--- src/rtl/pong_gfx_pkg.sv ---
// Shared graphics types and constants for the pong display path: screen size,
// colour palette, rectangle command record and fill-engine state encoding.
package pong_gfx_pkg;

    localparam int GFX_X_W      = 8;
    localparam int GFX_Y_W      = 8;
    localparam int GFX_COLOUR_W = 3;

    localparam int SCREEN_W = 160;
    localparam int SCREEN_H = 120;

    localparam logic [GFX_COLOUR_W-1:0] COL_BLACK  = 3'b000;
    localparam logic [GFX_COLOUR_W-1:0] COL_WHITE  = 3'b111;
    localparam logic [GFX_COLOUR_W-1:0] COL_RED    = 3'b100;
    localparam logic [GFX_COLOUR_W-1:0] COL_GREEN  = 3'b010;
    localparam logic [GFX_COLOUR_W-1:0] COL_YELLOW = 3'b110;

    typedef struct packed {
        logic [GFX_X_W-1:0]      x;
        logic [GFX_Y_W-1:0]      y;
        logic [GFX_X_W-1:0]      w;
        logic [GFX_Y_W-1:0]      h;
        logic [GFX_COLOUR_W-1:0] colour;
    } rect_cmd_t;

    typedef enum logic {
        ST_IDLE = 1'b0,
        ST_FILL = 1'b1
    } fill_state_t;

endpackage

--- src/rtl/raster_counter.sv ---
// Column/row slot counters for the rectangle rasteriser: row-major walk,
// x inner, with a programmable row step (0 treated as 1) and a last-slot flag.
module raster_counter #(
    parameter int X_W = 8,
    parameter int Y_W = 8
) (
    input  logic           clk_i,
    input  logic           rst_i,
    input  logic           clear_i,
    input  logic           step_i,
    input  logic [X_W-1:0] w_i,
    input  logic [Y_W-1:0] h_i,
    input  logic [Y_W-1:0] ystep_i,
    output logic [X_W-1:0] col_o,
    output logic [Y_W-1:0] row_o,
    output logic           last_o
);

    logic [X_W-1:0] col_q, col_d;
    logic [Y_W-1:0] row_q, row_d;
    logic [Y_W-1:0] step_eff;
    logic [Y_W:0]   row_next;
    logic           col_end;
    logic           row_end;

    assign step_eff = (ystep_i == '0) ? Y_W'(1) : ystep_i;
    // One extra bit so row + step never wraps before the compare against h.
    assign row_next = {1'b0, row_q} + {1'b0, step_eff};
    assign col_end  = (col_q == w_i - X_W'(1));
    assign row_end  = (row_next >= {1'b0, h_i});
    assign last_o   = col_end && row_end;

    always_comb begin
        col_d = col_q;
        row_d = row_q;
        if (clear_i) begin
            col_d = '0;
            row_d = '0;
        end else if (step_i) begin
            if (col_end) begin
                col_d = '0;
                row_d = row_next[Y_W-1:0];
            end else begin
                col_d = col_q + X_W'(1);
            end
        end
    end

    always_ff @(posedge clk_i) begin
        if (rst_i) begin
            col_q <= '0;
            row_q <= '0;
        end else begin
            col_q <= col_d;
            row_q <= row_d;
        end
    end

    assign col_o = col_q;
    assign row_o = row_q;

endmodule

--- src/rtl/rect_fill_engine.sv ---
// Rasterises filled axis-aligned rectangles into single-pixel writes for vga_adapter.
// Optional row stride (cmd_ystep input) is enabled by defining RECT_FILL_STRIDE_EN.
module rect_fill_engine #(
    parameter int X_W      = 8,
    parameter int Y_W      = 8,
    parameter int COLOUR_W = 3,
    parameter int SCREEN_W = pong_gfx_pkg::SCREEN_W,
    parameter int SCREEN_H = pong_gfx_pkg::SCREEN_H
) (
    input  logic                clk,
    input  logic                rst,
    input  logic                cmd_valid,
    output logic                cmd_ready,
    input  logic [X_W-1:0]      cmd_x,
    input  logic [Y_W-1:0]      cmd_y,
    input  logic [X_W-1:0]      cmd_w,
    input  logic [Y_W-1:0]      cmd_h,
    input  logic [COLOUR_W-1:0] cmd_colour,
`ifdef RECT_FILL_STRIDE_EN
    input  logic [Y_W-1:0]      cmd_ystep,
`endif
    input  logic                abort,
    output logic [X_W-1:0]      x,
    output logic [Y_W-1:0]      y,
    output logic [COLOUR_W-1:0] colour,
    output logic                plot,
    output logic                busy,
    output logic                done
);

    import pong_gfx_pkg::*;

    fill_state_t state_q, state_d;
    rect_cmd_t   cmd_q;

    logic [X_W-1:0]      x_q, x_d;
    logic [Y_W-1:0]      y_q, y_d;
    logic [COLOUR_W-1:0] colour_q, colour_d;
    logic                plot_q, plot_d;
    logic                done_q, done_d;
    logic                last_out_q, last_out_d;
    logic                empty_pend_q, empty_pend_d;

    logic           accept, start, empty_cmd, issue, cnt_last, on_screen;
    logic [X_W-1:0] col;
    logic [Y_W-1:0] row;
    logic [Y_W-1:0] ystep;
    logic [X_W:0]   sum_x;
    logic [Y_W:0]   sum_y;

    assign accept    = cmd_valid && cmd_ready;
    assign start     = accept && !abort && (cmd_w != '0) && (cmd_h != '0);
    assign empty_cmd = accept && !abort && ((cmd_w == '0) || (cmd_h == '0));
    // last_out_q marks the tail cycle: the final slot is already on the outputs.
    assign issue     = (state_q == ST_FILL) && !last_out_q && !abort;

    always_ff @(posedge clk) begin
        if (rst) begin
            state_q <= ST_IDLE;
        end else begin
            state_q <= state_d;
        end
    end

    always_comb begin
        state_d = state_q;
        case (state_q)
            ST_IDLE: if (start)                 state_d = ST_FILL;
            ST_FILL: if (abort || last_out_q)   state_d = ST_IDLE;
            default:                            state_d = ST_IDLE;
        endcase
    end

    always_comb begin
        cmd_ready    = (state_q == ST_IDLE) && !rst;
        busy         = (state_q == ST_FILL);
        x_d          = x_q;
        y_d          = y_q;
        colour_d     = colour_q;
        plot_d       = 1'b0;
        last_out_d   = issue && cnt_last;
        empty_pend_d = empty_cmd;
        done_d       = ((state_q == ST_FILL) && last_out_q && !abort) || empty_pend_q;
        if (issue) begin
            x_d      = sum_x[X_W-1:0];
            y_d      = sum_y[Y_W-1:0];
            colour_d = cmd_q.colour;
            plot_d   = on_screen;
        end
    end

    always_ff @(posedge clk) begin
        if (start) begin
            cmd_q.x      <= cmd_x;
            cmd_q.y      <= cmd_y;
            cmd_q.w      <= cmd_w;
            cmd_q.h      <= cmd_h;
            cmd_q.colour <= cmd_colour;
        end
    end

`ifdef RECT_FILL_STRIDE_EN
    logic [Y_W-1:0] ystep_q;

    always_ff @(posedge clk) begin
        if (start) begin
            ystep_q <= cmd_ystep;
        end
    end

    assign ystep = ystep_q;
`else
    assign ystep = Y_W'(1);
`endif

    raster_counter #(
        .X_W (X_W),
        .Y_W (Y_W)
    ) u_raster_counter (
        .clk_i   (clk),
        .rst_i   (rst),
        .clear_i (start),
        .step_i  (issue),
        .w_i     (cmd_q.w),
        .h_i     (cmd_q.h),
        .ystep_i (ystep),
        .col_o   (col),
        .row_o   (row),
        .last_o  (cnt_last)
    );

    // Sums carry into the extra bit, so a wrapped coordinate is always clipped.
    assign sum_x     = {1'b0, cmd_q.x} + {1'b0, col};
    assign sum_y     = {1'b0, cmd_q.y} + {1'b0, row};
    assign on_screen = (sum_x < (X_W+1)'(SCREEN_W)) && (sum_y < (Y_W+1)'(SCREEN_H));

    always_ff @(posedge clk) begin
        if (rst) begin
            x_q          <= '0;
            y_q          <= '0;
            colour_q     <= '0;
            plot_q       <= 1'b0;
            done_q       <= 1'b0;
            last_out_q   <= 1'b0;
            empty_pend_q <= 1'b0;
        end else begin
            x_q          <= x_d;
            y_q          <= y_d;
            colour_q     <= colour_d;
            plot_q       <= plot_d;
            done_q       <= done_d;
            last_out_q   <= last_out_d;
            empty_pend_q <= empty_pend_d;
        end
    end

    assign x      = x_q;
    assign y      = y_q;
    assign colour = colour_q;
    assign plot   = plot_q;
    assign done   = done_q;

endmodule

--- config.mk ---
export PLATFORM = sky130hd
export DESIGN_NAME = rect_fill_engine
export DESIGN_NICKNAME = d
export VERILOG_FILES = /design/src/rtl/pong_gfx_pkg.sv /design/src/rtl/raster_counter.sv /design/src/rtl/rect_fill_engine.sv
export SDC_FILE = /design/constraint.sdc
export NUM_CORES = 1
export LEC_CHECK = 0
export ABC_AREA = 0
export CAP_MARGIN = 20
export CELL_PAD_IN_SITES_DETAIL_PLACEMENT = 1
export CELL_PAD_IN_SITES_GLOBAL_PLACEMENT = 2
export CORE_AREA = 5 5 111 113
export DETAILED_ROUTE_END_ITERATION = 10
export DIE_AREA = 0 0 116 118
export PLACE_DENSITY_LB_ADDON = 0.1
export SYNTH_ARGS = -nofsm -noshare
export SYNTH_HDL_FRONTEND = slang
export SYNTH_SLANG_ARGS = --single-unit
--- constraint.sdc ---
create_clock -name clk -period 2.93 [get_ports clk]
set_input_delay 0.586 -clock clk [delete_from_list [all_inputs] [get_ports clk]]
set_output_delay 0.586 -clock clk [all_outputs]
set_load 0.02 [all_outputs]
### Word-level counts from Yosys, hierarchy flattened

Index checks and enable logic that the tools add are counted.

| cells by class | value |
|---|---|
| add/subtract/negate cells | 5 |
| $mul | 0 |
| divide/modulo/power cells | 0 |
| order comparisons | 3 |
| eq/ne operators | 1 |
| shift-type cells | 0 |
| mux-type cells | 4 |
| bitwise logic cells | 2 |
| reductions and logical operators | 26 |

Operators by type and width:

| operator | number |
|---|---|
| $add 8x8->9 | 2 |
| $logic_not 8->1 | 2 |
| $reduce_bool 8->1 | 2 |
| $logic_and 1x1->1 | 13 |
| $add 8x1->9 const B | 1 |
| $ge 9x8->1 | 1 |
| $lt 9x7->1 const B | 1 |
| $lt 9x8->1 const B | 1 |
| $add 8x1->8 const B | 1 |
| $eq 8x8->1 | 1 |
| $mux 8 | 1 |
| $sub 8x1->8 const B | 1 |
| $reduce_or 2->1 | 2 |
| $logic_not 1->1 | 3 |
| $logic_or 1x1->1 | 3 |
| $mux 1 | 2 |
| $not 1->1 | 2 |
| $pmux 1 s2 | 1 |
| $reduce_and 2->1 | 1 |

| word-level totals | value |
|---|---|
| bits in registers | 75 |
| bits in latches | 0 |
| bits in writable memories | 0 |
| memory bits (read-only) | 0 |
| input bits | 39 |
| output and inout port bits | 23 |
| word-level logic and storage cells | 56 |
| memories | 0 |

### Logic depth before layout (Yosys ltp)

| logic depth | value |
|---|---|
| depth in word-level cells | 8 |
| mapped depth | 10 |
| depth with buffers taken out | 10 |

### By module

Synthesis repeated with hierarchy kept, for this count alone.

| second synthesis, totals | value |
|---|---|
| cell total of the unflattened synthesis | 402 |
| area, all modules | 3990.1 um^2 |

By module, submodules not included:

| module | instances | cells each | area an instance (um^2) | seq. area each (um^2) |
|---|---|---|---|---|
| rect_fill_engine | 1 | 233 | 2585.0 | 1531.5 |
| raster_counter | 1 | 169 | 1405.1 | 320.3 |

### Least setup slack after synthesis

No wires, ideal clock.

| timing | value |
|---|---|
| path kind | input to register |
| start point | in rst |
| end point | reg cmd_q[0] in the netlist's numbering (enable) |
| setup time | 427 ps |
| data arrival time | 2636 ps |
| required time | 2503 ps |
| setup slack | -133 ps |
| stages | 3 |
| path buffers | 0 |
| cells stage by stage | nor2_1 nand3_1 nor2_1 |

| between the ends | value |
|---|---|
| word-level cells in the longest chain between the ends | 6 |

RTL lines:

| element | RTL line | text |
|---|---|---|
| start, declared | rect_fill_engine.sv:11 | `input logic rst,` |
| $logic_not 1->1 | rect_fill_engine.sv:75 | `cmd_ready = (state_q == ST_IDLE) && !rst;` |
| $logic_and 1x1->1 | rect_fill_engine.sv:75 |  |
| $logic_and 1x1->1 | rect_fill_engine.sv:51 | `assign accept = cmd_valid && cmd_ready;` |
| $logic_and 1x1->1 (3 in a row) | rect_fill_engine.sv:52 | `assign start = accept && !abort && (cmd_w != '0) && (cmd_h != '0);` |
| via start | rect_fill_engine.sv:44 | `logic accept, start, empty_cmd, issue, cnt_last, on_screen;` |
| end, declared | rect_fill_engine.sv:34 | `rect_cmd_t cmd_q;` |

The timed path passes the listed nets, and every way through them passes these cells.
A chain may end at the register's enable or synchronous reset.

### Worst setup path after layout

| timing | value |
|---|---|
| start point | reg cmd_q[11] in the netlist's numbering |
| end point | reg u_raster_counter.row_q[7], in the netlist u_raster_counter.row_o[7] |

| between the ends | value |
|---|---|
| word-level cells in the longest chain between the ends | 3 |

RTL lines:

| element | RTL line | text |
|---|---|---|
| $sub 8x1->8 | raster_counter.sv:29 | `assign col_end = (col_q == w_i - X_W'(1));` |
| $eq 8x8->1 | raster_counter.sv:29 |  |
| $reduce_and 2->1 (no line) | n/a |  |
| end signal, assigned | raster_counter.sv:55 | `row_q <= row_d;` |
| end, declared | raster_counter.sv:20 | `logic [Y_W-1:0] row_q, row_d;` |

Every way passes these cells.

==> qor.yml <==
status: "finished, final reports clean"
drt_iter0_markers: 63
htree_levels: 3
worstSkewPairLatency_ns: 0.33
worstPathRequired_ns: 3.20
antenna_found_initial: 0
portBuffers: 61
comb_power_share: 0.073
whs_path_depth: 2
swShare: 0.211
drv_slew: 0
r2r_slack_ns: 0.20
synth.ff_latch_count: 75
maxCapViolCount: 0
startpoint: "cmd_q[11]"
finalWeightedCongestion: 0.737
maxSlewHeadroom: 0.741
seq_area_frac_synth: 0.501
worstSetupPathType: "reg -> reg"
vias_per_cell: 4.90
cts_resized: 0
die_w_um: 116
die_area_sq_um: 13700
synth_nets: 428
reg2reg_from: "cmd_q[11]"
fin_util: 0.432
mostFrequentLayoutCells: "clkdlybuf4s50_1 (61), nand2_1 (41), dfxtp_1 (40), nor2_1 (35), edfxtp_1 (35)"
crit_path_max_fanout: 5
power.total_mw: 2.38
final_common_cell: "clkdlybuf4s50_1"
cts_hold_buffers: 0
setup_viol: 0
synth-edff-count: 35
p_sw_mw: 0.502
cts_buffer_depth: 2
dpl_cell_area_sq_um: 4550
dp_hpwl_mm: 7.17
final_nets: 502
critPathMaxStageDelay_ns: 0.56
dr.max_layer_used: "met4"
grt_max_degree: 28
tns_ns: 0
setup.worst_path.end: "u_raster_counter.row_o[7]"
ant_nets: 0
period_needed_ns: 2.73
ir_worst_vdd_uv: 396
root_buffer: "clkbuf_16"
diodes: 0
async_reset_ff_frac: 0
synth.area.top_cells: "edfxtp_1 (28%), dfxtp_1 (22%), ha_1 (9.1%), xor2_1 (5.4%), nand2_1 (4.2%)"
ys_types: 45
seq_power_share: 0.477
powerDensity_nw_per_um2: 491
cts_made_buffers: 9
drc: 0
worstSetupEndpointType: "flop"
leakagePower_nw: 1.89
die_h_um: 118
io_pins: 62
yosys.area.top_type: "edfxtp_1"
rows: 39
postSynthCellCount: 360
wl_met1_mm: 3.94
post-cts-setup-buffer-count: 0
cts.sinks: 75
worst-r2r-cell-count: 7
wl_met2_mm: 4.82
cpMaxStageDelayCell: "or4_4"
max_freq_mhz: 367
area.growth.synth_to_final_pct: 31.1
drive_gt1_frac: 0.0706
p_int_mw: 1.88
pwr-share-clk: 0.451
cp-start-kind: "flop"
tightest_slew_ns: 0.388
grt_pass1_vias: 3093
fin_skew_ns: 0.00644
drtPass1Iterations: 4
wl_mm: 9.17
path_cells: "or4_4 -> or4b_1 -> and3_4 -> o31ai_4 -> nand3_2 -> or3_1 -> a21oi_1"
syn-cell-area_sq_um: 3700
yosys_warnings: 0
hold_viol: 0
placed_cells: 566
initial_core_util: 0.329
clk_pin_slew_ns: 0.06
core-area_sq_um: 11200
synth_flop_cell: "dfxtp_1"
final_area_sq_um: 4850
synth_top_area_share: 0.284
hold_path.class: "reg -> reg"
routedWlPerCell_um: 15.8
grt_pass1_wl_mm: 15.1
grt_usage: 0.142
fin_cells: 582
via_count: 2852
post-route-period-util: 0.931
r2r-end: "u_raster_counter.row_o[7]"
cts_tree: "built"
rsz0062_at_grt: "no"
met3_length_um: 307
syn_avg_cell_area_sq_um: 10.3
overflow: 0
arrival_ns: 2.99
critical path: cells and delay by family (launching register included):
family / cells / cell delay [ns]
flops: 1 / 0.44
compound gates: 2 / 0.38
simple gates: 5 / 1.84
stage by stage:
stage / hold WS, ns / setup WS [ns]
finish: 0.451 / 0.204
global route: 0.464 / 0.0682
CTS: 0.454 / 0.190
detailed placement: 0.446 / 0.212
global placement: 0.440 / 0.273
floorplan: 0.413 / 0.307
power groups by stage:
stage / clock network, mW / registers, mW / logic, mW
CTS: 1.11 / 1.14 / 0.177
finish: 1.07 / 1.13 / 0.173
global route: 1.16 / 1.14 / 0.189
global placement: 0 / 1.16 / 0.173
floorplan: 0 / 1.16 / 0.0620
detailed placement: 0 / 1.16 / 0.176
cell type report:
| cell class | instances | area [sq um] |
|---|---|---|
| clock buffers | 14 | 285 |
| clock inverters | 2 | 8.76 |
| fillers | 1273 | 6380 |
| inverters | 16 | 60.1 |
| multi-input cells | 261 | 1760 |
| flip-flops and latches | 75 | 1850 |
| well taps | 143 | 179 |
| repair buffers | 71 | 698 |
cells by family after synthesis:
logic type	count (synthesis)	share of synthesized area
XOR/XNOR	32	0.0758
AO/OA/AOI/OAI	70	0.124
buffers and inverters	24	0.0244
AND/OR/NAND/NOR	129	0.170
adder cells (fa/ha/maj)	29	0.102
flip-flops	75	0.501
multiplexers	1	0.00271
cell usage after synthesis, types with 2 or more instances:
cell type,n
or3_1,3
o21a_1,2
xnor2_1,9
clkbuf_1,8
a211oi_1,6
inv_1,16
nand3_1,6
nor2_1,36
ha_1,27
nor4_1,4
nand2b_1,7
nand4_1,14
nor2b_1,3
xor2_1,23
edfxtp_1,35
nand2_1,41
a21oi_1,28
and3_1,7
dfxtp_1,40
o21ai_0,15
a31oi_1,2
fa_1,2
a21o_1,4
registers in the layout, summed over array words and instances, names as in the netlist, 3 cells and up:
register,count
x,8
u_raster_counter.col_o,8
colour,3
y,8
u_raster_counter.row_o,8
cmd_q,35
worst min-delay path by stage:
stage | slack, ns | start | endpoint
after floorplan | 0.41 | empty_pend_q | done
after global placement | 0.44 | x[3] | x[3]
after detailed placement | 0.45 | x[2] | x[2]
after CTS | 0.45 | x[2] | x[2]
after global routing | 0.46 | empty_pend_q | done
final | 0.45 | x[2] | x[2]
layer usage:
| layer | GRT usage | vias to the layer above |
|---|---|---|
| li1 | - | 1437 |
| met5 | 0 | - |
| met1 | 0.157 | 1374 |
| met2 | 0.257 | 33 |
| met3 | 0.0488 | 8 |
| met4 | 0.0348 | 0 |
Power figures use the tool's default switching activity.
==> edit 1: new RTL, same flow settings <==
Add a define of `RECT_FILL_STRIDE_EN`.
--- a/src/rtl/rect_fill_engine.sv
+++ b/src/rtl/rect_fill_engine.sv
@@ -2,2 +2,4 @@
 // Optional row stride (cmd_ystep input) is enabled by defining RECT_FILL_STRIDE_EN.
+`define RECT_FILL_STRIDE_EN
+
 module rect_fill_engine #(
Interface: changed (added cmd_ystep); port bits go from 62 to 70. The function was not compared with the original's and may differ.
==> edit 1 against the unedited design <==
The run now ends with negative setup slack left; sequential cell count rose by 8; count of clock-buffer cells in the layout down 1; routed wire length is 17% higher; power grew 6.2%; via count rose by 20%; cell area increased by 16%; area after synthesis grew 18%; global-route usage grew 2.4 points; critical path depth grew 8; die area stayed put; worst setup slack lost 0.33 ns; largest power group unchanged.
==> edit 1: results (changes against the unedited design) <==
- Status: finished, violations left (was complete, no violations)
- Failing checks: negative setup slack
- Vias in the first global route: 3692 (was 3093)
- DRT iter0 DRCs: 159 (was 63)
- Placer Congestion: 0.869 (was 0.737)
- Vias per cell: 5.20 (was 4.90)
- Multi-input combinational cell area: 0.00215 mm² (was 0.00176 mm²)
- Pre-CTS setup slack: -0.423 ns (was 0.212 ns)
- Final WS setup: -0.122 ns (was 0.204 ns)
- Met3 GRT Util: 3.60% (was 4.88%)
- All-layer global routing usage: 16.6% (was 14.2%)
- Synth Area in Adders: 11.1% (was 10.2%)
- Endpoints failing setup: 1 (was 0)
- Worst slew pin tran: 0.573 ns (was 0.388 ns)
- Global Route met1 Usage: 21.1% (was 15.7%)
- Setup Buffers After CTS: 2 (was 0)
- Slowest cell on crit path: edfxtp_1 (was or4_4)
- Register area: 0.00209 mm² (was 0.00185 mm²)
- Non-clock buffers: 85 (was 71)
- Clk_buf instances: 13 (was 14)
- Clock network area share: 4.74% (was 6.07%)
- CP delay by family, top: compound AO/OA/AOI/OAI gates (was simple AND/OR/NAND/NOR gates)
- Int Pwr: 1.96 mW (was 1.88 mW)
- Met1 WL: 4880 µm (was 3940 µm)
- Comb. pwr: 0.217 mW (was 0.173 mW)
- EDFF count, synth: 43 (was 35)
- Worst reg2reg path depth: 15 (was 7)
- Vias: 3413 (was 2852)
- Final setup skew: 0.00817 ns (was 0.00644 ns)
- Hold_sp: x[4]$_SDFFE_PP0P_ (was x[2]$_SDFFE_PP0P_)
- Slowest cell delay on critical path: 0.40 ns (was 0.56 ns)
- Met3 routed WL: 398 µm (was 307 µm)
- Design area: 0.00560 mm² (was 0.00485 mm²)
- VDD IR max: 296 µV (was 396 µV)
-- edit 1: cell count changes after synthesis, sizes merged, moves of 4 or more --
| cell | before | now |
|---|---|---|
| xor2 | 23 | 9 |
| and3 | 8 | 4 |
| o21ai | 15 | 19 |
| edfxtp | 35 | 43 |
| nor3 | 1 | 10 |
| a21boi | 1 | 5 |
| inv | 16 | 24 |
| o21a | 2 | 9 |
| nand4 | 14 | 8 |
| clkbuf | 8 | 12 |
| xnor2 | 9 | 14 |
| a22o | 0 | 7 |
| ha | 27 | 34 |
-- edit 1: tightest hold or removal path, cell delays in order (launching register included) --
cell,delay [ns]
dfxtp_1,0.31
nand2_1,0.05
a21oi_1,0.05
-- edit 1: per-stage QoR --
step	util, %	total power, mW
floorplan	-	1.39
global placement	46.9	1.50
detailed placement	47.1	1.51
CTS	49.8	2.57
global route	49.9	2.64
finish	49.9	2.53
==> edit 2: new RTL, config.mk and constraints unchanged <==
Made on the original files. Take the reset off `y_q` and load it in a clocked block of its own.
--- a/src/rtl/rect_fill_engine.sv
+++ b/src/rtl/rect_fill_engine.sv
@@ -139,3 +139,2 @@
             x_q          <= '0;
-            y_q          <= '0;
             colour_q     <= '0;
@@ -147,3 +146,2 @@
             x_q          <= x_d;
-            y_q          <= y_d;
             colour_q     <= colour_d;
@@ -154,2 +152,6 @@
         end
+    end
+
+    always_ff @(posedge clk) begin
+        y_q <= y_d;
     end
Check against the original RTL: differs if rst is asserted again (counterexample within 4 cycles, from zero or initial values and one cycle with rst high); with rst held inactive, the same outputs for 10 cycles.
==> edit 2 against the unedited design <==
Routed wire length is 3.3% lower; clock skew about the same; worst setup slack better by 0.17 ns; synthesized cell count is the same; cell area is 2.2% higher; sequential cell count stayed put; critical path depth decreased by 4; core utilization is 0.96 points higher; power grew 0.77%; maximum frequency up 6.7%; area after synthesis increased by 4.1%; non-clock buffer count decreased by 3.
==> edit 2: results (changes against the unedited design) <==
- Post-DP Area: 0.00466 mm² (was 0.00455 mm²)
- Synth cell types: 55 (was 45)
- Arrival time worst endpoint: 1.97 ns (was 2.99 ns)
- Hpwl dp: 6750 µm (was 7170 µm)
- Synth Area in Adders: 9.81% (was 10.2%)
- Worst slew pin tran: 0.389 ns (was 0.388 ns)
- Most frequent cells after synthesis: edfxtp_1 (43), dfxtp_1 (32), nand2_1 (32), ha_1 (27), nor2_1 (27) (was nand2_1 (41), dfxtp_1 (40), nor2_1 (36), edfxtp_1 (35), a21oi_1 (28))
- Placer Congestion: 0.719 (was 0.737)
- R2R setup slack: 0.49 ns (was 0.20 ns)
- Nets: 496 (was 502)
- Clk pin slew, worst setup/hold paths: 0.06 ns (about the same)
- EDFF count, synth: 43 (was 35)
- Final setup skew: 0.00624 ns (was 0.00644 ns)
- Share of layout cells above drive strength 1: 6.70% (was 7.06%)
- Status: complete, no violations (unchanged)
- Largest net degree at the start of global routing: 26 (was 28)
- DRT iter0 DRCs: 127 (was 63)
- Leakage: 1.94 nW (was 1.89 nW)
- Fill cells: 1241 (was 1273)
- Synth top area cells: edfxtp_1 (34%), dfxtp_1 (17%), ha_1 (8.8%), xor2_1 (3.9%), xnor2_1 (3.4%) (was edfxtp_1 (28%), dfxtp_1 (22%), ha_1 (9.1%), xor2_1 (5.4%), nand2_1 (4.2%))
- Tcrit/Tclk final: 87.2% (was 93.1%)
- Antenna cell count: 0 (unchanged)
- Slowest cell delay on critical path: 0.65 ns (was 0.56 ns)
- Synth Warn #: 0 (unchanged)
- Slowest cell on crit path: clkdlybuf4s50_1 (was or4_4)
- Crit-path max FO: 3 (was 5)
- Mux contribution to synthesized area: 0.260% (was 0.271%)
- Ys flop type: edfxtp_1 (was dfxtp_1)
- Vias per cell: 5.00 (was 4.90)
- Sequential-to-total area share from yosys stat: 50.2% (was 50.1%)
- Initial antenna violation count: 0 (unchanged)
- Async set or reset register ratio after synthesis: 0% (unchanged)
- All-layer global routing usage: 13.4% (was 14.2%)
- Vias in the first global route: 2942 (was 3093)
- Pre-CTS setup slack: 0.361 ns (was 0.212 ns)
- VDD IR max: 201 µV (was 396 µV)
- Wire per inst: 15.4 µm (was 15.8 µm)
- Int Pwr: 1.89 mW (was 1.88 mW)
- Clock buffer depth: 2 (unchanged)
- Global-route wire length before repair: 14400 µm (was 15100 µm)
- Compound-Gate Fraction of Synth Area: 12.6% (was 12.4%)
- Min Clock Period, post-route: 2.56 ns (was 2.73 ns)
- CP startpoint: rst (was cmd_q[11]$_DFFE_PP_)
- Post-synthesis xor/xnor area fraction: 7.28% (was 7.58%)
- Hold_sp: x[0]$_SDFFE_PP0P_ (was x[2]$_SDFFE_PP0P_)
- Root buffer cell: clkbuf_16 (unchanged)
-- edit 2: path summary, 6_finish.rpt --
check / to / cells past startpoint
worst max-delay path: cmd_ready / 3
worst min-delay path: x[0]$_SDFFE_PP0P_ / 2
worst max register to register: u_raster_counter.row_o[4]$_SDFFE_PP0P_ / 9
worst min register to register: x[0]$_SDFFE_PP0P_ / 2
-- edit 2: cell families after synthesis --
| logic type | after synthesis |
|---|---|
| DFF | 75 |
| adders and majority gates | 29 |
| AOI/OAI and AO/OA | 70 |
| xor gates and xnor gates | 32 |
| buffers and inverters | 30 |
| muxes | 1 |
| and+or+nand+nor | 123 |
-- edit 2: final cells by class --
| class | instances | share of cell area, % |
|---|---|---|
| inverter | 19 | 1.44 |
| sequential | 75 | 39.0 |
| tap | 143 | 3.61 |
| clock buffer | 15 | 5.81 |
| timing repair buffer | 68 | 13.6 |
| clock inverter | 1 | 0.101 |
| multi-input combinational | 255 | 36.4 |
-- edit 2: critical path, delay by kind of cell --
family,cells,cell delay [ns]
buffers and inverters,2,1.15
and+or+nand+nor,1,0.24
-- edit 2: per-layer routing --
layer,share of wire [%],wire length (µm),vias up,global-route usage [%]
met1,50,4390,1368,18.5
met3,3.9,350,7,3.03
met4,0.95,84,0,4.13
met2,46,4040,55,20.8
met5,0,0,-,0
li1,-,-,1448,-
-- edit 2: stage by stage --
| stage | utilization, % | instances | hold slack [ns] |
|---|---|---|---|
| floorplan | - | 360 | 0.413 |
| global placement | 41.5 | 560 | 0.442 |
| detailed placement | 41.5 | 560 | 0.454 |
| CTS | 44.1 | 576 | 0.462 |
| global route | 44.1 | 576 | 0.485 |
| finish | 44.1 | 576 | 0.456 |
-- edit 2: power groups by stage --
stage	clock (mW)	combinational, mW	sequential [mW]
after floorplan	0	0.0639	1.18
after global placement	0	0.170	1.17
after detailed placement	0	0.172	1.17
after CTS	1.11	0.173	1.15
after global routing	1.16	0.185	1.15
final	1.08	0.169	1.15
